File: src/rtl/def.sv
// Shared types and encodings for the multi-cycle MIPS control FSM.
package def;

    typedef enum logic [3:0] {
        S_IDLE   = 4'd0,
        S_FETCH  = 4'd1,
        S_DECODE = 4'd2,
        S_MEMADR = 4'd3,
        S_MEMRD  = 4'd4,
        S_MEMWB  = 4'd5,
        S_MEMWR  = 4'd6,
        S_REXEC  = 4'd7,
        S_RWB    = 4'd8,
        S_IEXEC  = 4'd9,
        S_IWB    = 4'd10,
        S_BRANCH = 4'd11,
        S_JUMP   = 4'd12,
        S_TRAP   = 4'd13
    } ctrlState;

    localparam logic [5:0] OP_RTYPE = 6'h00;
    localparam logic [5:0] OP_LW    = 6'h23;
    localparam logic [5:0] OP_SW    = 6'h2B;
    localparam logic [5:0] OP_ADDI  = 6'h08;
    localparam logic [5:0] OP_BEQ   = 6'h04;
    localparam logic [5:0] OP_J     = 6'h02;

    localparam logic [5:0] FN_ADD = 6'h20;
    localparam logic [5:0] FN_SUB = 6'h22;
    localparam logic [5:0] FN_AND = 6'h24;
    localparam logic [5:0] FN_OR  = 6'h25;
    localparam logic [5:0] FN_SLT = 6'h2A;

    typedef enum logic [2:0] {
        ALU_AND = 3'd0,
        ALU_OR  = 3'd1,
        ALU_ADD = 3'd2,
        ALU_SUB = 3'd6,
        ALU_SLT = 3'd7
    } aluCtlType;

endpackage

File: src/rtl/alu_ctl_dec.sv
// R-type funct decoder: ALU operation plus a flag for unsupported funct codes.
module alu_ctl_dec
    import def::*;
(
    input  logic [5:0] funct,
    output aluCtlType  alu_ctl,
    output logic       valid
);

    always_comb begin
        alu_ctl = ALU_AND;
        valid   = 1'b1;
        case (funct)
            FN_ADD:  alu_ctl = ALU_ADD;
            FN_SUB:  alu_ctl = ALU_SUB;
            FN_AND:  alu_ctl = ALU_AND;
            FN_OR:   alu_ctl = ALU_OR;
            FN_SLT:  alu_ctl = ALU_SLT;
            default: valid   = 1'b0;
        endcase
    end

endmodule

File: src/rtl/multicycle_ctrl.sv
// Multi-cycle MIPS control FSM: sequences fetch/decode/execute/memory/writeback,
// handshakes with a variable-latency memory, traps bad opcodes, counts retirements.
module multicycle_ctrl
    import def::*;
#(
    parameter int CNT_W = 32
) (
    input  logic             clk,
    input  logic             rst,
    input  logic [5:0]       opcode,
    input  logic [5:0]       funct,
    input  logic             zero,
    input  logic             memReady,
    output logic             memRead,
    output logic             memWrite,
    output logic             iorD,
    output logic             irWrite,
    output logic             pcEn,
    output logic [1:0]       pcSource,
    output logic             aluSrcA,
    output logic [1:0]       aluSrcB,
    output logic [2:0]       aluCtl,
    output logic             regDst,
    output logic             memToReg,
    output logic             regWrite,
    output logic             illegal,
    output logic [CNT_W-1:0] retired,
    output logic [3:0]       state
);

    ctrlState  cur_state;
    ctrlState  nxt_state;
    aluCtlType dec_ctl;
    logic      dec_valid;
    logic      retire;

    alu_ctl_dec u_alu_ctl_dec (
        .funct   (funct),
        .alu_ctl (dec_ctl),
        .valid   (dec_valid)
    );

    assign state = cur_state;

    always_ff @(posedge clk or negedge rst) begin
        if (!rst) begin
            cur_state <= S_IDLE;
            retired   <= '0;
            illegal   <= 1'b0;
        end else begin
            cur_state <= nxt_state;
            if (retire) begin
                retired <= retired + {{(CNT_W-1){1'b0}}, 1'b1};
            end
            // Sticky: TRAP is absorbing, so only reset clears it.
            if (nxt_state == S_TRAP) begin
                illegal <= 1'b1;
            end
        end
    end

    // Mealy terms (irWrite/pcEn in FETCH, pcEn in BRANCH, memory-state exits)
    // depend on memReady/zero in the current cycle.
    always_comb begin
        nxt_state = cur_state;
        retire    = 1'b0;
        memRead   = 1'b0;
        memWrite  = 1'b0;
        iorD      = 1'b0;
        irWrite   = 1'b0;
        pcEn      = 1'b0;
        pcSource  = 2'd0;
        aluSrcA   = 1'b0;
        aluSrcB   = 2'd0;
        aluCtl    = 3'd0;
        regDst    = 1'b0;
        memToReg  = 1'b0;
        regWrite  = 1'b0;
        case (cur_state)
            S_IDLE: nxt_state = S_FETCH;
            S_FETCH: begin
                memRead = 1'b1;
                aluSrcB = 2'd1;
                aluCtl  = ALU_ADD;
                irWrite = memReady;
                pcEn    = memReady;
                if (memReady) nxt_state = S_DECODE;
            end
            S_DECODE: begin
                aluSrcB = 2'd3;
                aluCtl  = ALU_ADD;
                case (opcode)
                    OP_RTYPE:     nxt_state = S_REXEC;
                    OP_LW, OP_SW: nxt_state = S_MEMADR;
                    OP_ADDI:      nxt_state = S_IEXEC;
                    OP_BEQ:       nxt_state = S_BRANCH;
                    OP_J:         nxt_state = S_JUMP;
                    default:      nxt_state = S_TRAP;
                endcase
            end
            S_MEMADR: begin
                aluSrcA   = 1'b1;
                aluSrcB   = 2'd2;
                aluCtl    = ALU_ADD;
                nxt_state = (opcode == OP_LW) ? S_MEMRD : S_MEMWR;
            end
            S_MEMRD: begin
                memRead = 1'b1;
                iorD    = 1'b1;
                if (memReady) nxt_state = S_MEMWB;
            end
            S_MEMWB: begin
                regWrite  = 1'b1;
                memToReg  = 1'b1;
                retire    = 1'b1;
                nxt_state = S_FETCH;
            end
            S_MEMWR: begin
                memWrite = 1'b1;
                iorD     = 1'b1;
                if (memReady) begin
                    retire    = 1'b1;
                    nxt_state = S_FETCH;
                end
            end
            S_REXEC: begin
                aluSrcA   = 1'b1;
                aluCtl    = dec_ctl;
                nxt_state = dec_valid ? S_RWB : S_TRAP;
            end
            S_RWB: begin
                regWrite  = 1'b1;
                regDst    = 1'b1;
                retire    = 1'b1;
                nxt_state = S_FETCH;
            end
            S_IEXEC: begin
                aluSrcA   = 1'b1;
                aluSrcB   = 2'd2;
                aluCtl    = ALU_ADD;
                nxt_state = S_IWB;
            end
            S_IWB: begin
                regWrite  = 1'b1;
                retire    = 1'b1;
                nxt_state = S_FETCH;
            end
            S_BRANCH: begin
                aluSrcA   = 1'b1;
                aluCtl    = ALU_SUB;
                pcSource  = 2'd1;
                pcEn      = zero;
                retire    = 1'b1;
                nxt_state = S_FETCH;
            end
            S_JUMP: begin
                pcSource  = 2'd2;
                pcEn      = 1'b1;
                retire    = 1'b1;
                nxt_state = S_FETCH;
            end
            S_TRAP:  nxt_state = S_TRAP;
            default: nxt_state = S_IDLE;
        endcase
    end

endmodule

File: config.mk
export PLATFORM = sky130hd
export DESIGN_NAME = multicycle_ctrl
export DESIGN_NICKNAME = d
export VERILOG_FILES = /design/src/rtl/def.sv /design/src/rtl/alu_ctl_dec.sv /design/src/rtl/multicycle_ctrl.sv
export SDC_FILE = /design/constraint.sdc
export NUM_CORES = 1
export LEC_CHECK = 0
export CELL_PAD_IN_SITES_DETAIL_PLACEMENT = 0
export CELL_PAD_IN_SITES_GLOBAL_PLACEMENT = 2
export CORE_MARGIN = 8
export CORE_UTILIZATION = 27
export DETAILED_ROUTE_END_ITERATION = 12
export GPL_TIMING_DRIVEN = 0
export PLACE_DENSITY_LB_ADDON = 0.1
export SKIP_LAST_GASP = 1
export SYNTH_ARGS = -nofsm -noshare
export SYNTH_HDL_FRONTEND = slang
export SYNTH_SLANG_ARGS = --single-unit
File: constraint.sdc
create_clock -name clk -period 2 [get_ports clk]
set_input_delay 0.3 -clock clk [delete_from_list [all_inputs] [get_ports clk]]
set_output_delay 0.3 -clock clk [all_outputs]
set_load 0.03 [all_outputs]
==> results of run 1 <==
-- per-stage QoR --
| step | power [W] | hold slack, ps | setup TNS, ps |
|---|---|---|---|
| after floorplan | 0.00221 | 4.41 | -430 |
| after global placement | 0.00296 | 463 | -25350 |
| after detailed placement | 0.00295 | 463 | -13790 |
| after CTS | 0.00363 | 149 | -562 |
| after global routing | 0.00395 | 177 | -229 |
| final | 0.00370 | 119 | -2.68 |
-- repair_timing --
action / CTS / global route
endpoints found under the hold margin: 0 / 0
gates resized for setup: 65 / 37
gates cloned: 0 / 0
endpoints found under the setup margin: 34 / 38
pin swaps: 1 / 5
setup buffers: 1 / 5
-- worst max-delay path: stages --
cell and delay [ps]:
clkdlybuf4s50_1 460, nor4b_4 280, a21boi_2 220, a21boi_0 100, o22ai_1 150, buf_4 190
-- final cells by class --
| cell class | count | area, um2 |
|---|---|---|
| clock buffer | 6 | 82.6 |
| timing repair buffer | 74 | 682 |
| clock inverter | 2 | 37.5 |
| tap | 102 | 128 |
| multi-input combinational | 167 | 1220 |
| inverter | 6 | 22.5 |
| fill | 778 | 4510 |
| buffer | 5 | 31.3 |
| sequential | 37 | 932 |
-- cells in the final DEF (no fill, tap or decap), types with 6 or more instances in the layout --
cell type	netlist	routed
xnor2_1	26	26
nand4_1	9	9
xor2_1	6	6
buf_2	1	7
inv_1	6	6
buf_4	0	10
and3_1	9	9
clkbuf_8	0	6
nand3_1	15	15
nand2_1	22	22
nor2_1	16	15
clkdlybuf4s50_1	0	48
dfrtp_1	37	32
-- cells in the mapped netlist, drive strengths merged, types with 3 or more instances --
library cell | instances | area [um2]
buf | 3 | 12.5
dfrtp | 37 | 926
nand2b | 3 | 26.3
o22ai | 3 | 18.8
nor2 | 17 | 66.3
nor2b | 4 | 25.0
nand2 | 22 | 82.6
nand3 | 15 | 75.1
nor4 | 4 | 46.3
nand4 | 9 | 56.3
a21boi | 3 | 22.5
inv | 6 | 22.5
nor3 | 7 | 40.0
a21oi | 4 | 20.0
o21ai | 5 | 25.0
clkbuf | 3 | 11.3
and4 | 5 | 43.8
and3 | 9 | 56.3
xnor2 | 26 | 228
nor4b | 3 | 32.5
xor2 | 6 | 52.6
-- worst min path at each step --
stage / slack [ps] / endpoint / cells past startpoint
after global routing: 180 / retired[0] / 1
after floorplan: 4 / illegal / 0
after CTS: 150 / retired[0] / 1
final: 120 / retired[5] / 1
after detailed placement: 460 / retired[5] / 1
after global placement: 460 / retired[31] / 1
-- state kept, by name (all words and copies together) (netlist names) --
register  cells
retired      32
illegal       1
state         4
-- power by group --
part | switching, W | internal (W) | total [W] | leakage, nW
clock network | 0.000262 | 0.000405 | 0.000668 | 0.0574
registers | 0.000182 | 0.000866 | 0.00105 | 0.482
logic | 0.00122 | 0.000772 | 0.00199 | 0.771
-- routing by layer --
layer / wire, um / GRT usage, % / share of wire [%] / vias up
met2: 2550 / 15.8 / 44 / 46
met3: 342 / 3.84 / 5.9 / 3
met5: 0 / 0 / 0 / -
met4: 14 / 2.07 / 0.24 / 0
li1: - / - / - / 933
met1: 2930 / 15.0 / 50 / 896
-- cells by family after synthesis --
kind of cell,after synthesis,share of synthesized area (%)
compound gates,27,9.77
flops,37,44.1
simple gates,104,28.4
xor+xnor,32,13.3
fa+ha+maj,1,0.596
mux,3,1.55
buf+inv,12,2.20
==> results.json, run 1 <==
{
  "hp-class": "primary input to async pin",
  "die_h_um": 104,
  "period_share_pct": 100,
  "first_pass_iters": 4,
  "clockBufferDepth": 2,
  "max_slew.worst_pin.slew_ps": 843,
  "grt_pass1_wl_um": 9910,
  "yosys_warnings": 0,
  "port_buffers": 68,
  "r2r_cells": 5,
  "cts_max_level": 2,
  "path_class": "primary input to output port",
  "p_leak_nw": 1.31,
  "rows": 32,
  "ys_ff_latch": 37,
  "setup_viol": 1,
  "ioPinCount": 69,
  "seq_area_frac_synth_pct": 44.1,
  "worstSetupStartpointType": "primary input",
  "fin_util_pct": 41.1,
  "routedWlPerCell_um": 14.6,
  "place_hpwl_um": 4410,
  "p_per_area_nw_per_um2": 1180,
  "fp.dieW_um": 104,
  "cap_violations": 0,
  "async_flop_share_pct": 100,
  "netlist_area_um2": 2100,
  "grt.total_usage_pct": 10.8,
  "rsz0062_at_grt": "true",
  "clkTransAtPathRegs_ps": 70,
  "hold_buffers": 0,
  "crit_arrival_ps": 1700,
  "vias_per_cell": 4.71,
  "critical_path.startpoint": "funct[4]",
  "post-place-cells": 386,
  "dpl_cell_area_um2": 2910,
  "antenna_cells": 0,
  "drt_wl_total_um": 5830,
  "synth_edf_count": 0,
  "area_growth_syn_to_layout_pct": 49.6,
  "grt_pass1_vias": 1912,
  "min_period_ps": 2000,
  "drive_above_1_share_pct": 19.5,
  "cp.required_ps": 1700,
  "finClkSkew_ps": 7.20,
  "final_area_um2": 3140,
  "initial_utilization_pct": 27.5,
  "synth.net_count": 233,
  "syn_avg_cell_area_um2": 9.72,
  "cts_made_buffers": 5,
  "grt_max_degree": 38,
  "cts_root_buf": "clkbuf_8",
  "violations": "setup timing",
  "nets": 313,
  "gp_congestion": 0.743,
  "cp-endpoint": "aluCtl[1]",
  "ant_nets": 0,
  "antenna_found_initial": 0,
  "vias": 1878,
  "status": "finished, violations left",
  "first_iter_violations": 103,
  "max_freq_ghz": 0.499,
  "clock-sinks": 37,
  "crit_path_end_kind": "output port",
  "r2r-start": "state[0]",
  "yosysUniqueCellTypes": 48,
  "slew_headroom_pct": 43.8,
  "setup_ws_ps": -2.68,
  "drc_errors": 0,
  "core_um2": 7650,
  "synth_flop_cell": "dfrtp_1",
  "die_area_um2": 10900,
  "pre_cts_slack_ps": -812,
  "postSynthCellCount": 216,
  "r2r-end": "retired[30]",
  "cts_tree": "built",
  "finalHoldViolCount": 0,
  "instances_no_fill": 399,
  "ff2ff_setup_slack_ps": 90,
  "worstSkewPairLatency_ps": 280,
  "overflow": 0,
  "finalMaxSlewViolations": 0,
  "max-vdd-ir-drop_v": 0.000336,
  "cp_max_fo": 3
}
Power figures use the tool's default switching activity.
==> run 2: changes to the inputs <==
ABC_CLOCK_PERIOD_IN_PS = 2000   (was unset)
==> results of run 2 <==
The final DEF is identical to that of run 1; final timing and power are the same.
==> run 3: changes to the inputs <==
ABC_CLOCK_PERIOD_IN_PS = 1900   (was 2000)
clock period = 1.9 ns   (was 2 ns; I/O delays follow)
==> results.json, run 3 (same netlist as run 1, synthesis figures left out) <==
{
  "status": "finished, final reports clean",
  "drive_above_1_share_pct": 26.9,
  "core_um2": 7650,
  "hold_buffers": 0,
  "drc_errors": 0,
  "cap_violations": 0,
  "grt.total_usage_pct": 11.0,
  "finClkSkew_ps": 13.7,
  "overflow": 0,
  "grt_max_degree": 38,
  "fin_util_pct": 43.6,
  "p_per_area_nw_per_um2": 1240,
  "crit_path_end_kind": "flip-flop",
  "power_w": 0.00412,
  "slew_headroom_pct": 43.7,
  "hp-class": "primary input to async pin",
  "worstSetupStartpointType": "flip-flop",
  "cts_max_level": 2,
  "mostFrequentLayoutCell": "clkdlybuf4s50_1",
  "top_register": "retired",
  "first_pass_iters": 4,
  "worstSkewPairLatency_ps": 290,
  "clockBufferDepth": 2,
  "p_leak_nw": 1.38,
  "vias": 1914,
  "critical_path.startpoint": "state[3]",
  "cts_tree": "built",
  "place_hpwl_um": 4450,
  "gp_congestion": 0.718,
  "cts_made_buffers": 5,
  "vias_per_cell": 4.66,
  "max_freq_ghz": 0.537,
  "crit_arrival_ps": 2050,
  "largest_reg_flops": 32,
  "grt_pass1_vias": 1927,
  "clock-sinks": 37,
  "period_share_pct": 98.0,
  "routedWlPerCell_um": 14.9,
  "ff2ff_setup_slack_ps": 40,
  "port_buffers": 68,
  "die_area_um2": 10900,
  "first_iter_violations": 68,
  "r2r-start": "state[3]",
  "die_h_um": 104,
  "clkTransAtPathRegs_ps": 80,
  "rows": 32,
  "path_class": "flip-flop to flip-flop",
  "rsz0062_at_grt": "true",
  "fp.dieW_um": 104,
  "r2r-end": "retired[18]",
  "r2r_cells": 5,
  "min_period_ps": 1860,
  "final_cell_mix": "clkdlybuf4s50_1 (46), dfrtp_1 (30), xnor2_1 (26)",
  "finalHoldViolCount": 0,
  "drt_wl_total_um": 6110,
  "antenna_cells": 0,
  "area_growth_syn_to_layout_pct": 58.6,
  "ant_nets": 0,
  "finalMaxSlewViolations": 0,
  "nets": 325,
  "cp_max_fo": 5,
  "cts_root_buf": "clkbuf_8",
  "grt_pass1_wl_um": 9920,
  "antenna_found_initial": 0,
  "initial_utilization_pct": 27.5,
  "max-vdd-ir-drop_v": 0.000319,
  "cp.required_ps": 2080,
  "max_slew.worst_pin.slew_ps": 845,
  "setup_viol": 0,
  "ioPinCount": 69
}
## run 3: changes by cell type in the layout (fill, tap and decap cells not counted), moves of 3 or more
| cell | change |
|---|---|
| buf_6 | +4 |
| clkdlybuf4s15_2 | +3 |
| buf_4 | +9 |
| clkbuf_2 | -4 |
| nor2b_4 | +3 |
## run 3: where the power goes
part	switching, W	total (W)	internal, W
clock network	0.000288	0.000582	0.000294
logic	0.00140	0.00243	0.00103
registers	0.000193	0.00111	0.000916
## run 3: worst max-delay path: stages, from the launching register on
cell	delay, ps
dfrtp_2	440
nand2b_4	160
o311a_4	430
nor4_4	420
nand4_1	160
xnor2_1	150
## run 3: area by class of cell
type | count | area (um2)
multi-input cells | 167 | 1310
clock inverters | 2 | 13.8
well taps | 102 | 128
flip-flops and latches | 37 | 935
repair buffers | 86 | 778
fillers | 775 | 4320
plain buffers | 5 | 62.6
inverters | 6 | 22.5
clock buffers | 6 | 82.6
## run 3: per-layer routing
| layer | routed length [um] | share of wire, % | GRT usage (%) |
|---|---|---|---|
| met1 | 3100 | 51 | 15.0 |
| met2 | 2620 | 43 | 16.3 |
| met3 | 340 | 5.6 | 3.78 |
| met4 | 46 | 0.75 | 2.17 |
| met5 | 0 | 0 | 0 |
## run 3: metrics by stage
stage                     std cells  hold slack (ps)  worst slack, ps  area [um2]  setup TNS, ps
after CTS                       397              124             -102        3150           -168
after global placement          386              469             -916        2950         -32980
final                           411             95.6             37.2        3330              0
after detailed placement        386              450             -926        2940         -16190
after global routing            411              158            -83.7        3330           -421
after floorplan                 216            -10.6            -43.1        2140          -95.1
## run 3: worst max path at each step
stage	depth (start not counted)	to	slack, ps
3_3_place_gp	6	aluCtl[1]	-920
2_1_floorplan	4	memRead	-40
4_1_cts	6	aluCtl[1]	-100
5_1_grt	6	retired[31]	-80
6_report	5	retired[18]	40
3_5_place_dp	6	aluCtl[1]	-930
## run 3: timing repair
action,CTS,global route
buffers inserted,3,15
endpoints found under the setup margin,40,28
pin swaps,5,14
cloned,0,1
gates resized for setup,98,32
